`src/rtl/tdc_coarse_multi.sv`:
```
// -----------------------------------------------------------------------------
// tdc_coarse_multi
//
// Coarse (clk-cycle) stage of a multi-channel time-to-digital converter.
// A shared start event and CHANNELS stop events are synchronised into the clk
// domain and edge-detected. After arming, a start edge launches a counter. Each
// channel records the count at which its first stop edge is seen. When every
// channel has recorded, or the counter saturates, the record is offered
// downstream over a valid/ready handshake.
//
// Ports:
//   clk         system clock
//   reset       asynchronous, active-low reset
//   arm         one-cycle request to arm a new measurement (honoured in IDLE only)
//   start_evt   asynchronous start event, rising edge significant
//   stop_evt    asynchronous per-channel stop events, rising edge significant
//   busy        high whenever the FSM is not IDLE
//   meas_valid  measurement record available (state DONE)
//   meas_ready  downstream accepts the record
//   count       per-channel result, channel i at [i*WIDTH +: WIDTH]
//   overflow    per-channel flag: counter saturated before a stop was seen
//   dbg_state   current FSM state (0 IDLE, 1 ARMED, 2 COUNT, 3 DONE)
//
// Handshake: meas_valid is high for as long as the FSM sits in DONE; the record
// (count/overflow) is stable while meas_valid is high. A transfer happens on a
// clk edge where meas_valid & meas_ready are both high; meas_valid is low from
// the following cycle. meas_ready may be tied high (one-cycle DONE).
// -----------------------------------------------------------------------------
module tdc_coarse_multi #(
  parameter int CHANNELS    = 4,
  parameter int WIDTH       = 11,
  parameter int SYNC_STAGES = 2
) (
  input  logic                      clk,
  input  logic                      reset,
  input  logic                      arm,
  input  logic                      start_evt,
  input  logic [CHANNELS-1:0]       stop_evt,
  output logic                      busy,
  output logic                      meas_valid,
  input  logic                      meas_ready,
  output logic [CHANNELS*WIDTH-1:0] count,
  output logic [CHANNELS-1:0]       overflow,
  output logic [1:0]                dbg_state
);

  typedef enum logic [1:0] {
    IDLE  = 2'd0,
    ARMED = 2'd1,
    COUNT = 2'd2,
    DONE  = 2'd3
  } state_t;

  localparam int               EW      = CHANNELS + 1;
  localparam logic [WIDTH-1:0] CNT_MAX = '1;

  state_t state;
  state_t state_nxt;

  // ---------------------------------------------------------------------------
  // Event synchronisers. Bit 0 carries start, bits [CHANNELS:1] carry stops, so
  // every event sees exactly the same latency and it cancels in the result.
  // ---------------------------------------------------------------------------
  logic [EW-1:0]       sync_q [SYNC_STAGES];
  logic [EW-1:0]       evt_prev;
  logic [EW-1:0]       evt_rise;
  logic                start_det;
  logic [CHANNELS-1:0] stop_det;

  always_ff @(posedge clk or negedge reset) begin
    if (!reset) begin
      for (int s = 0; s < SYNC_STAGES; s++) begin
        sync_q[s] <= '0;
      end
      evt_prev <= '0;
    end else begin
      sync_q[0] <= {stop_evt, start_evt};
      for (int s = 1; s < SYNC_STAGES; s++) begin
        sync_q[s] <= sync_q[s-1];
      end
      evt_prev <= sync_q[SYNC_STAGES-1];
    end
  end

  assign evt_rise  = sync_q[SYNC_STAGES-1] & ~evt_prev;
  assign start_det = evt_rise[0];
  assign stop_det  = evt_rise[EW-1:1];

  // ---------------------------------------------------------------------------
  // Counter and per-channel capture.
  // cnt holds the number of COUNT edges already taken; the value recorded on a
  // given edge is therefore cnt+1, which makes a stop detected k edges after
  // the start record exactly k.
  // ---------------------------------------------------------------------------
  logic [WIDTH-1:0]    cnt;
  logic [WIDTH-1:0]    cnt_inc;
  logic [CHANNELS-1:0] stopped;
  logic [CHANNELS-1:0] stop_new;
  logic                sat;
  logic                all_stopped;

  assign cnt_inc     = cnt + 1'b1;
  assign stop_new    = stop_det & ~stopped;
  assign sat         = (cnt_inc == CNT_MAX);
  // Channels stopping this cycle count as done, so DONE is entered on the same
  // edge the last channel records.
  assign all_stopped = &(stopped | stop_det);

  always_ff @(posedge clk or negedge reset) begin
    if (!reset) begin
      cnt      <= '0;
      stopped  <= '0;
      count    <= '0;
      overflow <= '0;
    end else if (state == ARMED && start_det) begin
      cnt      <= '0;
      stopped  <= '0;
      count    <= '0;
      overflow <= '0;
    end else if (state == COUNT) begin
      // On the saturating edge the FSM leaves COUNT, so cnt never wraps.
      cnt <= cnt_inc;
      for (int i = 0; i < CHANNELS; i++) begin
        if (stop_new[i]) begin
          // A stop on the saturating edge still wins: value MAX, no overflow.
          count[i*WIDTH +: WIDTH] <= cnt_inc;
          stopped[i]              <= 1'b1;
        end else if (sat && !stopped[i]) begin
          count[i*WIDTH +: WIDTH] <= CNT_MAX;
          overflow[i]             <= 1'b1;
          stopped[i]              <= 1'b1;
        end
      end
    end
  end

  // ---------------------------------------------------------------------------
  // FSM
  // ---------------------------------------------------------------------------
  always_ff @(posedge clk or negedge reset) begin
    if (!reset) begin
      state <= IDLE;
    end else begin
      state <= state_nxt;
    end
  end

  always_comb begin
    state_nxt = state;
    case (state)
      IDLE:    if (arm)                    state_nxt = ARMED;
      ARMED:   if (start_det)              state_nxt = COUNT;
      COUNT:   if (all_stopped || sat)     state_nxt = DONE;
      DONE:    if (meas_ready)             state_nxt = IDLE;
      default:                             state_nxt = IDLE;
    endcase
  end

  // Both are decodes of the state register only: no input-to-output path.
  assign busy       = (state != IDLE);
  assign meas_valid = (state == DONE);
  assign dbg_state  = state;

endmodule

```
`config.mk`:
```
export PLATFORM = sky130hd
export DESIGN_NAME = tdc_coarse_multi
export DESIGN_NICKNAME = d
export VERILOG_FILES = /design/src/rtl/tdc_coarse_multi.sv
export SDC_FILE = /design/constraint.sdc
export NUM_CORES = 1
export LEC_CHECK = 0
export BUFFER_PORTS_ARGS = -buffer_cell sky130_fd_sc_hd__buf_2
export CELL_PAD_IN_SITES_DETAIL_PLACEMENT = 1
export CELL_PAD_IN_SITES_GLOBAL_PLACEMENT = 2
export CORE_ASPECT_RATIO = 0.6
export CORE_UTILIZATION = 36
export DETAILED_ROUTE_END_ITERATION = 7
export GPL_TIMING_DRIVEN = 0
export PLACE_DENSITY_LB_ADDON = 0.12
export SETUP_SLACK_MARGIN = 0.5
export SLEW_MARGIN = 20
export SYNTH_ARGS = -nofsm -noshare
export SYNTH_HDL_FRONTEND = slang
export SYNTH_SLANG_ARGS = --single-unit
```
`constraint.sdc`:
```
create_clock -name clk -period 2.94 [get_ports clk]
set_input_delay 0.441 -clock clk [delete_from_list [all_inputs] [get_ports clk]]
set_output_delay 0.441 -clock clk [all_outputs]
set_load 0.01 [all_outputs]
```
# --- Word level (Yosys, flattened, before mapping) ---
# Index checks and enable logic that the tools add are counted.
word_totals:
  ff_bits: 80
  input_bits: 9
  output_inout_bits: 52
classes:
  n_addsub: 1
  eq_ne: 12
  muxes: 33
  bitwise_logic: 5
  n_reduce_logical: 31
ops:
  columns: ["op", "n"]
  rows:
  - ["$mux W11", 10]
  - ["$mux W44", 2]
  - ["$mux W4", 4]
  - ["$mux W1", 12]
  - ["$ne A2 B1 Y1 const B", 6]
  - ["$reduce_and A3 Y1", 4]
  - ["$reduce_bool A2 Y1", 6]
  - ["$reduce_bool A3 Y1", 4]
  - ["$add A11 B1 Y11 const B", 1]
  - ["$eq A11 B11 Y1 const B", 1]
  - ["$mux W2", 4]
  - ["$pmux W2 S4", 1]
  - ["$reduce_and A2 Y1", 4]
  - ["$reduce_and A4 Y1", 2]
  - ["$and A5 B5 Y5", 1]
  - ["$logic_and A1 B1 Y1", 5]
  - ["$not A5 Y5", 1]
  - ["$and A4 B4 Y4", 1]
  - ["$eq A2 B2 Y1 const B", 2]
  - ["$logic_not A1 Y1", 4]
  - ["$ne A2 B2 Y1 const B", 2]
  - ["$not A4 Y4", 1]
  - ["$or A4 B4 Y4", 1]
  - ["$eq A2 B1 Y1 const B", 1]
  - ["2 further kinds", 2]

# --- Logic depth before layout (Yosys ltp) ---
# Gate-level depths: netlist of the first run.
logic_depth:
  depth_word: 7
  mapped_depth: 10

# --- Worst setup path before layout of the first run ---
# No wires, ideal clock.
synth_path:
  kind: "reg-to-reg"
  start: "register cnt[1]"
  end: "register state[1], in the netlist dbg_state[1]"
  setup_ns: 0.128
  arrival_time_ns: 2.276
  t_required_ns: 2.812
  setup_slack_ns: 0.536
  stages_incl_launch_ff: 9
  period_less_slack_ns: 2.404
  cell_sequence: "dfrtp_1 -> ha_1 -> buf_2 -> a21o_1 -> a31oi_1 -> a211oi_1 -> or4_4 -> a31oi_2 -> mux2_1"
synth_via:
  elab_chain_cells: 5
synth_rtl:
  columns: ["item", "line", "rtl"]
  rows:
  - ["from (decl)", "95", "logic [WIDTH-1:0] cnt;"]
  - ["from (signal assigned)", "122", "cnt <= cnt_inc;"]
  - ["$add A11 B1 Y11", "102", "assign cnt_inc = cnt + 1'b1;"]
  - ["$eq A11 B11 Y1", "104", "assign sat = (cnt_inc == CNT_MAX);"]
  - ["$logic_or A1 B1 Y1", "153", "COUNT: if (all_stopped || sat) state_nxt = DONE;"]
  - ["$ne A2 B1 Y1 (no line)", null, null]
  - ["$reduce_and A4 Y1 (no line)", null, null]
  - ["to (signal assigned)", "144", "state <= state_nxt;"]
  - ["to (decl)", "57", "state_t state;"]
# No other way between the ends.
# A chain may end at the register's enable or synchronous reset.

# --- Final worst setup path of the first run ---
# Same ends and word-level chain as after synthesis.

==> flow_summary_export.csv, run 1 <==
group,metric,value,unit
timing,fin_crit_sh,86.0,%
global_routing,grt_pass1_wl,18100,µm
timing,max_freq,395,MHz
power_and_ir_drop,power_density,976,mW/mm²
layout,syn_to_final_growth,33.0,%
setup_path,r2r_cells,10,
routing,wl_per_cell,20.4,µm
timing,hold_viol,0,
timing,min_period,2.53,ns
layout,design_area,0.00483,mm²
synthesis,async_flop_share,100,%
clocking,cts.sinks,80,
clocking,h-tree-depth,3,
setup_path,arrival,2.76,ns
global_routing,grtUsageTotal,23.5,%
routing,ant_nets,0,
power_and_ir_drop,finalPower,0.00471,W
place,port_buffers,60,
power_and_ir_drop,p_int,0.00290,W
clocking,clock_latency,0.35,ns
floorplanning,die_y,79.8,µm
synthesis,synth_seq_area_share,55.1,%
synthesis,syn_area_per_cell,10.5,µm²
floorplanning,io_pins,61,
setup_path,r2r_setup_slack,0.41,ns
routing,vias_per_cell,5.35,
global_routing,grt_max_degree,43,
routing,drtIter0Drc,196,
setup_path,critPathMaxFanout,7,
global_routing,antenna_found_initial,0,
setup_path,rr_endpoint,"dbg_state[1]",
routing,num_vias,3063,
setup_path,slowest_delay,0.54,ns
synthesis,syn-num-nets,363,
synthesis,synth-seq-cells,80,
outcome,status,"complete, no violations",
timing,fin_tns_setup,0,ns
setup_path,worstPathCellList,"ha_4 > buf_8 > buf_6 > nand2_4 > nor3_4 > o211ai_1 > buf_4 > or4_4 > a31oi_4 > mux2_4",
run,drv_cap,0,
clocking,clk_pin_slew_worst_paths,0.07,ns
floorplanning,die_x,132,µm
clocking,cts_tree,"built",
clocking,cts_buffers,9,
floorplanning,core,0.00949,mm²
power_and_ir_drop,p_sw_share,38.5,%
layout,diodes,0,
timing,max_slew.worst_pin.slew,0.722,ns
place,dp_hpwl,7730,µm
timing,relSlewSlack,51.8,%
setup_path,crit_required,3.17,ns
setup_path,reg2reg_from,"cnt[1]",
layout,post_route_cells_drive_above_1_share,37.5,%
place,gp_congestion,0.819,
layout,stdcell_count,573,
timing,whs,0.0641,ns
timing,setup_viol,0,
global_routing,overflow,0,
timing,fin_skew,0.00738,ns
synthesis,synth_edf_count,0,
floorplanning,dieArea,0.0105,mm²
power_and_ir_drop,pwr-share-comb,41.1,%
power_and_ir_drop,power.switching,0.00182,W
floorplanning,initial_core_util,38.2,%
synthesis,syn_area,0.00363,mm²
floorplanning,row_count,27,
power_and_ir_drop,vdd_drop_max,0.374,mV
clocking,clk_path_buf_depth,2,
timing,finalMaxSlewViolations,0,
synthesis,syn_inst,347,
routing,wirelength,11700,µm
place,dp.cells,538,
global_routing,grt_pass1_vias,3048,
power_and_ir_drop,pwr-share-clk,23.5,%
layout,nets,454,
min_path,holdCritPathClass,"primary input to async pin",
timing,rsz0062_at_grt,"yes",
routing,drc,0,
clocking,cts_root_buf,"clkbuf_16",
routing,first_pass_iters,4,
place,place_area,0.00412,mm²
power_and_ir_drop,seq_power_share,35.5,%
power_and_ir_drop,power.leakage,2.23,nW
synthesis,yosysWarnings,0,
setup_path,endpoint_kind,"flop",
setup_path,critPathLaunchType,"flop",
synthesis,yosys_most_used_dff,"dfrtp_1",
setup_path,worst_path_max_delay_cell,"or4_4",
synthesis,synth_cell_types,46,
setup_path,critPathKind,"flop to flop",
timing repair:
action	4_1_cts	5_1_grt
pin swaps	6	10
resized for setup	22	31
hold buffers	0	0
cloned	0	2
setup buffers	7	10
endpoints found under the setup margin	54	63
placed cells by master, fill, tap and decap left out, types with 6 or more instances in the layout:
cell type   n
nand3_1    12
buf_2      64
clkbuf_16   9
buf_4      18
inv_1      11
nand2_1    24
dfrtp_1    79
o21a_1      8
o221a_2    14
ha_1        6
clkbuf_1   10
xor2_1     11
nor2_1     34
o21ai_0    23
a21oi_2    15
a21oi_1    23
worst max-delay path by stage:
stage | slack, ns | cells after the start | start | to
after floorplan | 0.54 | 8 | cnt[1] | dbg_state[1]
after global placement | 0.05 | 6 | cnt[1] | count[9]
after detailed placement | 0.03 | 8 | cnt[1] | count[9]
after CTS | 0.43 | 8 | cnt[1] | dbg_state[1]
after global routing | 0.34 | 10 | cnt[1] | dbg_state[1]
final | 0.41 | 10 | cnt[1] | dbg_state[1]
cell families after synthesis:
logic type	share of synthesized area (%)
AND/OR/NAND/NOR	15.2
AO/OA/AOI/OAI	18.0
flip-flops	55.1
buffers and inverters	4.34
XOR/XNOR	4.55
adder cells (fa/ha/maj)	2.41
multiplexers	0.310
layout make-up:
type / instances / area, µm²
fillers: 1059 / 4660
flip-flops and latches: 80 / 2000
multi-input cells: 234 / 1730
repair buffers: 78 / 465
clock buffers: 10 / 239
well taps: 130 / 163
plain buffers: 23 / 136
clock inverters: 6 / 48.8
inverters: 12 / 45.0
layer usage:
layer | global-route usage, % | routed length, µm | up-vias
li1 | - | - | 1406
met1 | 34.1 | 5860 | 1576
met2 | 35.6 | 5140 | 71
met3 | 5.08 | 619 | 10
met4 | 5.93 | 97 | 0
met5 | 0 | 0 | -
sequential cells by signal (all words and copies together) (netlist names):
register,count
count,44
overflow,4
stopped,4
dbg_state,2
sync_q,10
cnt,11
evt_prev,5
worst max-delay path: cells and delay by family, from the launching register on:
family                     cells  cell delay, ns
AOI/OAI and AO/OA              2            0.33
adders and majority gates      1            0.15
buffers and inverters          3            0.40
DFF                            1            0.42
muxes                          1            0.32
and+or+nand+nor                3            0.78
cells in the mapped netlist (2+ instances only):
cell type / number / area share, %
a211oi_1: 2 / 0.41
a21oi_1: 36 / 5.0
a21oi_2: 2 / 0.48
a221oi_1: 2 / 0.48
a31oi_1: 5 / 0.86
and2_1: 3 / 0.52
buf_2: 6 / 0.83
buf_4: 5 / 1.0
clkbuf_1: 11 / 1.1
dfrtp_1: 80 / 55
ha_1: 7 / 2.4
inv_1: 12 / 1.2
nand2_1: 25 / 2.6
nand2b_1: 3 / 0.52
nand3_1: 14 / 1.9
nand3b_1: 2 / 0.41
nand4_1: 4 / 0.69
nor2_1: 34 / 3.5
nor2b_1: 4 / 0.69
nor3_1: 2 / 0.28
nor3b_1: 3 / 0.62
nor4_2: 3 / 1.0
o21a_1: 8 / 1.7
o21ai_0: 23 / 3.2
o221a_2: 14 / 4.3
or3_1: 2 / 0.34
xnor2_1: 6 / 1.4
xor2_1: 11 / 2.7
per-stage QoR:
stage / utilization (%) / setup WS [ns]
global route: 50.9 / 0.344
floorplan: - / 0.536
detailed placement: 43.4 / 0.0325
global placement: 43.1 / 0.0484
finish: 50.9 / 0.411
CTS: 48.4 / 0.429
power by group through the flow:
stage	logic, W	registers, W	clock network, W
after detailed placement	0.00157	0.00168	0
final	0.00194	0.00167	0.00111
after CTS	0.00176	0.00167	0.00112
after global placement	0.00154	0.00167	0
after floorplan	0.000859	0.00176	0
after global routing	0.00211	0.00171	0.00117
Note: power is estimated with default switching activity, not from simulation.
==> run 2: changes to the inputs <==
- BUFFER_PORTS_ARGS: -buffer_cell sky130_fd_sc_hd__buf_2 -> not set
- CORE_UTILIZATION: 36 -> 40
- DONT_BUFFER_PORTS: not set -> 1
==> run 2 against run 1 <==
  * The flow now finishes with violations (DRC, hold timing)
  * Total power decreased by 3.8%
  * Clock skew is essentially flat
  * Combinational power shrank 27%
  * Register-to-register slack improved by 0.05 ns
  * Sequential power rose by 10%
  * Via count down 8.8%
  * Count of clock-buffer cells in the layout unchanged
  * Flip-flop and latch count unchanged
  * Largest power group is now registers
  * Cell count fell by 15%
==> flow_summary_export.csv, run 2 (synthesis results as in run 1) <==
group,metric,value,unit
outcome,status,"finished with violations",
outcome,violations,"DRC, hold timing",
place,gp_congestion,0.803,
floorplanning,dieArea,0.00948,mm²
timing,fin_crit_sh,84.5,%
routing,num_vias,2792,
routing,wirelength,11000,µm
layout,largest_register,"count",
layout,post_route_cells_drive_above_1_share,24.1,%
place,port_buffers,0,
routing,vias_per_cell,5.74,
clocking,clk_path_buf_depth,2,
clocking,cts_root_buf,"clkbuf_16",
timing,finalMaxSlewViolations,0,
global_routing,overflow,0,
timing,fin_tns_setup,0,ns
setup_path,crit_required,3.17,ns
floorplanning,die_y,75.8,µm
routing,first_pass_iters,6,
timing,max_freq,403,MHz
routing,drtIter0Drc,133,
clocking,h-tree-depth,3,
layout,nFillCells,910,
routing,ant_nets,0,
timing,setup_viol,0,
setup_path,endpoint_kind,"flop",
global_routing,grt_pass1_vias,2802,
setup_path,critPathMaxFanout,5,
timing,min_period,2.48,ns
layout,syn_to_final_growth,23.4,%
timing,layout_setup_ws,0.457,ns
timing,fin_skew,0.00772,ns
clocking,clock_latency,0.35,ns
timing,rsz0062_at_grt,"yes",
timing,whs,-0.0274,ns
timing,hold_viol,16,
floorplanning,initial_core_util,42.0,%
floorplanning,core,0.00865,mm²
power_and_ir_drop,power_density,1010,mW/mm²
run,drv_cap,0,
layout,diodes,0,
floorplanning,io_pins,61,
layout,regArea,0.00200,mm²
clocking,cts.sinks,80,
layout,reg_top3,"count x44, cnt x11, sync_q x10",
setup_path,critPathKind,"flop to flop",
timing,max_slew.worst_pin.slew,0.827,ns
timing,relSlewSlack,44.4,%
layout,design_area,0.00448,mm²
layout,largest_reg_flops,44,
floorplanning,die_x,125,µm
setup_path,critPathLaunchType,"flop",
power_and_ir_drop,vdd_drop_max,0.466,mV
clocking,cts_buffers,9,
clocking,clk_pin_slew_worst_paths,0.07,ns
global_routing,grt_pass1_wl,16500,µm
global_routing,grtUsageTotal,24.4,%
power_and_ir_drop,finalPower,0.00453,W
place,dp_hpwl,7060,µm
layout,nets,385,
global_routing,grt_max_degree,81,
routing,drc,4,
layout,multi_input_area,0.00171,mm²
setup_path,arrival,2.71,ns
place,dp_slack,0.0912,ns
min_path,holdCritPathClass,"primary input to async pin",
floorplanning,row_count,26,
power_and_ir_drop,power.leakage,1.95,nW
routing,wl_per_cell,22.7,µm
clocking,cts_tree,"built",
place,place_area,0.00377,mm²
global_routing,antenna_found_initial,0,
layout,final_cell_mix,"dfrtp_1 (79), a21oi_1 (35), nor2_1 (34)",
layout,final_common_cell,"dfrtp_1",
run 2: cell types whose count changed in the layout (fill, tap and decap cells not counted), sizes merged:
cell      change
buf          -66
clkinvlp      -3
bufinv        +2
nand3         -2
clkbuf        -1
clkinv        +1
run 2: worst max-delay path, stage by stage (launching register included):
cell,delay [ns]
dfrtp_2,0.44
ha_4,0.17
buf_6,0.14
a21o_4,0.21
a31oi_4,0.18
a31oi_4,0.08
or4_4,0.61
a31oi_4,0.21
mux2_4,0.31
run 2: routing by layer:
| layer | wire, µm | GRT usage, % | share of wire (%) | up-vias |
|---|---|---|---|---|
| met5 | 0 | 0 | 0 | - |
| met4 | 78 | 7.05 | 0.71 | 0 |
| met3 | 863 | 7.51 | 7.8 | 7 |
| met2 | 4830 | 36.4 | 44 | 82 |
| met1 | 5270 | 34.5 | 48 | 1434 |
| li1 | - | - | - | 1269 |
run 2: path summary, 6_finish.rpt:
path                       slack (ns)      start            to  cells after the start
setup / recovery                 0.46     cnt[1]  dbg_state[1]                      8
hold / removal                  -0.03      reset        cnt[8]                      1
setup reg to reg                 0.46     cnt[1]  dbg_state[1]                      8
hold reg to reg                  0.35  sync_q[7]     sync_q[2]                      0
max in group asynchronous        2.61      reset     count[27]                      1
min in group clk                 0.12  start_evt     sync_q[5]                      0
run 2: area by class of cell:
cell class                 count  area share [%]
inverter                      12            1.06
clock inverter                 6            2.18
tap                          112            3.13
sequential                    80            44.7
buffer                        23            3.16
clock buffer                  10            5.33
multi-input combinational    232            38.2
timing repair buffer          11            2.23
run 2: power breakdown:
part	total [W]	switching [W]	internal, W	leakage (nW)
combinational	0.00142	0.000795	0.000625	0.773
sequential	0.00184	0.000396	0.00144	1.01
clock	0.00128	0.000497	0.000781	0.166
run 2: stage by stage:
stage / instances / util [%]
floorplan: 347 / -
global placement: 459 / 43.6
detailed placement: 459 / 43.6
CTS: 483 / 49.5
global route: 486 / 51.8
finish: 486 / 51.8
run 2: timing repair:
action,4_1_cts,5_1_grt
cloned,1,0
setup buffers,6,3
pin swaps,5,13
hold buffers,1,0
hold endpoints to repair,80,0
resized for setup,18,37
endpoints found under the setup margin,54,64
==> run 3: changes to the inputs <==
- ABC_AREA: not set -> 1
- CORE_UTILIZATION: 40 -> 33
- clock period: 2.94 -> 2.1 ns (I/O delays scaled with it)
==> run 3 against run 2 <==
  * The run ends with hold timing left
  * Register-to-register slack worse by 0.36 ns
  * Wire length is 11% higher
  * Area after synthesis is 12% higher
  * Combinational power is 91% higher
  * Clock skew hardly changed
==> flow_summary_export.csv, run 3 <==
group,metric,value,unit
layout,syn_to_final_growth,29.9,%
place,dp_hpwl,8450,µm
place,dp_slack,-0.0697,ns
place,gp_congestion,0.781,
global_routing,antenna_found_initial,0,
synthesis,yosysMostFrequentCell,"nand2_1",
synthesis,synth_top_area_share,49.1,%
synthesis,async_flop_share,100,%
setup_path,crit_family,"simple AND/OR/NAND/NOR gates",
layout,final_util,43.9,%
synthesis,yosys.area.top_type,"dfrtp_1",
setup_path,worst_path_max_delay_cell,"dfrtp_2",
global_routing,use_met1,28.4,%
clocking,cts_tree,"built",
power_and_ir_drop,vdd_drop_max,0.529,mV
setup_path,path_common_cell,"nand2_4",
layout,design_area,0.00530,mm²
routing,ant_nets,0,
clocking,cts_buffers,9,
synthesis,synth_edf_count,0,
synthesis,synth_seq_area_share,49.1,%
setup_path,worstPathCellList,"ha_4 > nand2_4 > nor2_4 > nand2_2 > nand2_4 > nand2_4 > nor3_4 > nand3_2 > nand2_4 > nand2_4 > buf_6 > nand2_2 > nand2_1",
layout,final_common_cell,"nand2_1",
place,place_area,0.00436,mm²
floorplanning,die_x,146,µm
clocking,clk_pin_slew_worst_paths,0.06,ns
synthesis,yosys_most_used_dff,"dfrtp_1",
layout,final_cell_mix,"nand2_1 (141), dfrtp_1 (75), nand3_1 (53)",
routing,wirelength,12300,µm
setup_path,rr_endpoint,"count[5]",
floorplanning,die_y,88.1,µm
setup_path,arrival,2.23,ns
layout,largest_reg_flops,44,
global_routing,grt_pass1_wl,19600,µm
clocking,cts_root_buf,"clkbuf_16",
power_and_ir_drop,power_density,1330,mW/mm²
layout,nets,573,
timing,hold_viol,80,
outcome,status,"finished with violations",
timing,fin_skew,0.00753,ns
setup_path,crit_required,2.33,ns
setup_path,slowest_delay,0.41,ns
routing,first_pass_iters,4,
clocking,clock_latency,0.34,ns
global_routing,grtUsageTotal,20.4,%
synthesis,syn_inst,508,
timing,whs,-0.331,ns
timing,setup_viol,0,
layout,multi_input_area,0.00203,mm²
routing,drc,0,
timing,max_slew.worst_pin.slew,0.307,ns
layout,nFillCells,1418,
floorplanning,initial_core_util,33.8,%
synthesis,syn-num-nets,524,
clocking,h-tree-depth,3,
global_routing,met2_usage,31.4,%
layout,post_route_cells_drive_above_1_share,31.9,%
timing,rsz0062_at_grt,"yes",
setup_path,critPathLaunchType,"flop",
global_routing,top_usage_layer,"met2",
floorplanning,row_count,31,
setup_path,r2r_cells,13,
global_routing,overflow,0,
timing,layout_setup_ws,0.0982,ns
timing,min_period,2.00,ns
clocking,cts_hold_buf,5,
synthesis,synth_cell_types,27,
setup_path,critPathMaxFanout,5,
routing,drtIter0Drc,195,
setup_path,reg2reg_from,"cnt[0]",
setup_path,worst-path-buf-inv,1,
routing,num_vias,3456,
layout,reg_top3,"count x44, cnt x11, sync_q x10",
global_routing,grt_max_degree,81,
setup_path,r2r_setup_slack,0.1,ns
clocking,cts.sinks,80,
setup_path,critPathKind,"flop to flop",
floorplanning,core,0.0121,mm²
timing,finalMaxSlewViolations,0,
power_and_ir_drop,power.leakage,2.56,nW
layout,regArea,0.00201,mm²
outcome,violations,"hold timing",
routing,wl_per_cell,16.9,µm
timing,max_freq,500,MHz
synthesis,syn_area,0.00408,mm²
synthesis,syn_area_per_cell,8.03,µm²
setup_path,endpoint_kind,"flop",
floorplanning,io_pins,61,
routing,vias_per_cell,4.75,
run,drv_cap,0,
synthesis,synth-seq-cells,80,
place,port_buffers,0,
global_routing,gr-usage-met3,5.63,%
timing,fin_crit_sh,95.3,%
layout,largest_register,"count",
global_routing,grt_pass1_vias,3557,
layout,diodes,0,
timing,relSlewSlack,79.3,%
synthesis,synthTopCellsByArea,"dfrtp_1 (49%), nand2_1 (17%), nand3_1 (7.4%)",
synthesis,yosysWarnings,0,
synthesis,synth.top_cells.by_count,"nand2_1 (184), dfrtp_1 (80), nand3_1 (60), inv_1 (52), o21ai_0 (31)",
clocking,clk_path_buf_depth,2,
min_path,holdCritPathClass,"primary input to async pin",
power_and_ir_drop,finalPower,0.00703,W
floorplanning,dieArea,0.0128,mm²
run 3: how the worst max path moves through the flow:
stage / end / slack [ns] / startpoint / depth (start not counted)
3_3_place_gp: count[36] / 0.006 / dbg_state[0] / 8
5_1_grt: stopped[2] / -0.02 / cnt[0] / 15
6_report: count[5] / 0.1 / cnt[0] / 13
4_1_cts: count[8] / 0.14 / cnt[1] / 13
3_5_place_dp: count[36] / -0.07 / dbg_state[0] / 8
2_1_floorplan: count[11] / 0.32 / cnt[0] / 13
run 3: final cells by class:
cell class                 instances  area share, %
clock buffer                      11           4.58
inverter                          55           4.13
timing repair buffer              38           6.04
sequential                        80           37.9
buffer                            23           4.46
clock inverter                     5          0.756
tap                              165           3.90
multi-input combinational        350           38.2
run 3: logic make-up (layout without fill, tap and decap cells):
family / after synthesis / count (layout) / share of synthesized area (%)
compound gates: 47 / 47 / 5.83
flops: 80 / 80 / 49.1
simple gates: 296 / 296 / 34.2
buf+inv: 78 / 132 / 8.78
fa+ha+maj: 7 / 7 / 2.15
run 3: per-stage QoR:
step	hold slack, ns	cells	TNS, ns
final	-0.331	727	0
after global placement	0.0218	673	0
after detailed placement	0.0216	673	-0.754
after CTS	-0.343	718	0
after global routing	-0.349	727	-0.0920
after floorplan	0.0194	508	0
run 3: per-layer routing:
metal	up-vias	wire, µm
li1	1696	-
met1	1693	6190
met2	55	5370
met3	12	648
met4	0	107
met5	-	0
run 3: what timing repair did:
item	CTS	global route
endpoints found under the hold margin	85	80
pin swaps	26	14
resized for setup	69	45
endpoints found under the setup margin	66	65
gates cloned	2	1
setup buffers	22	8
run 3: power by group:
part	switching (W)	internal, W	leakage, nW
Combinational	0.00162	0.00109	1.45
Sequential	0.000713	0.00211	0.975
Clock	0.000656	0.000842	0.129
run 3: worst register-to-register path: stages, from the launching register on:
cell,delay [ns]
dfrtp_2,0.41
ha_4,0.18
nand2_4,0.09
nor2_4,0.20
nand2_2,0.09
nand2_4,0.08
nand2_4,0.07
nor3_4,0.22
nand3_2,0.13
nand2_4,0.13
nand2_4,0.08
buf_6,0.14
nand2_2,0.05
nand2_1,0.04
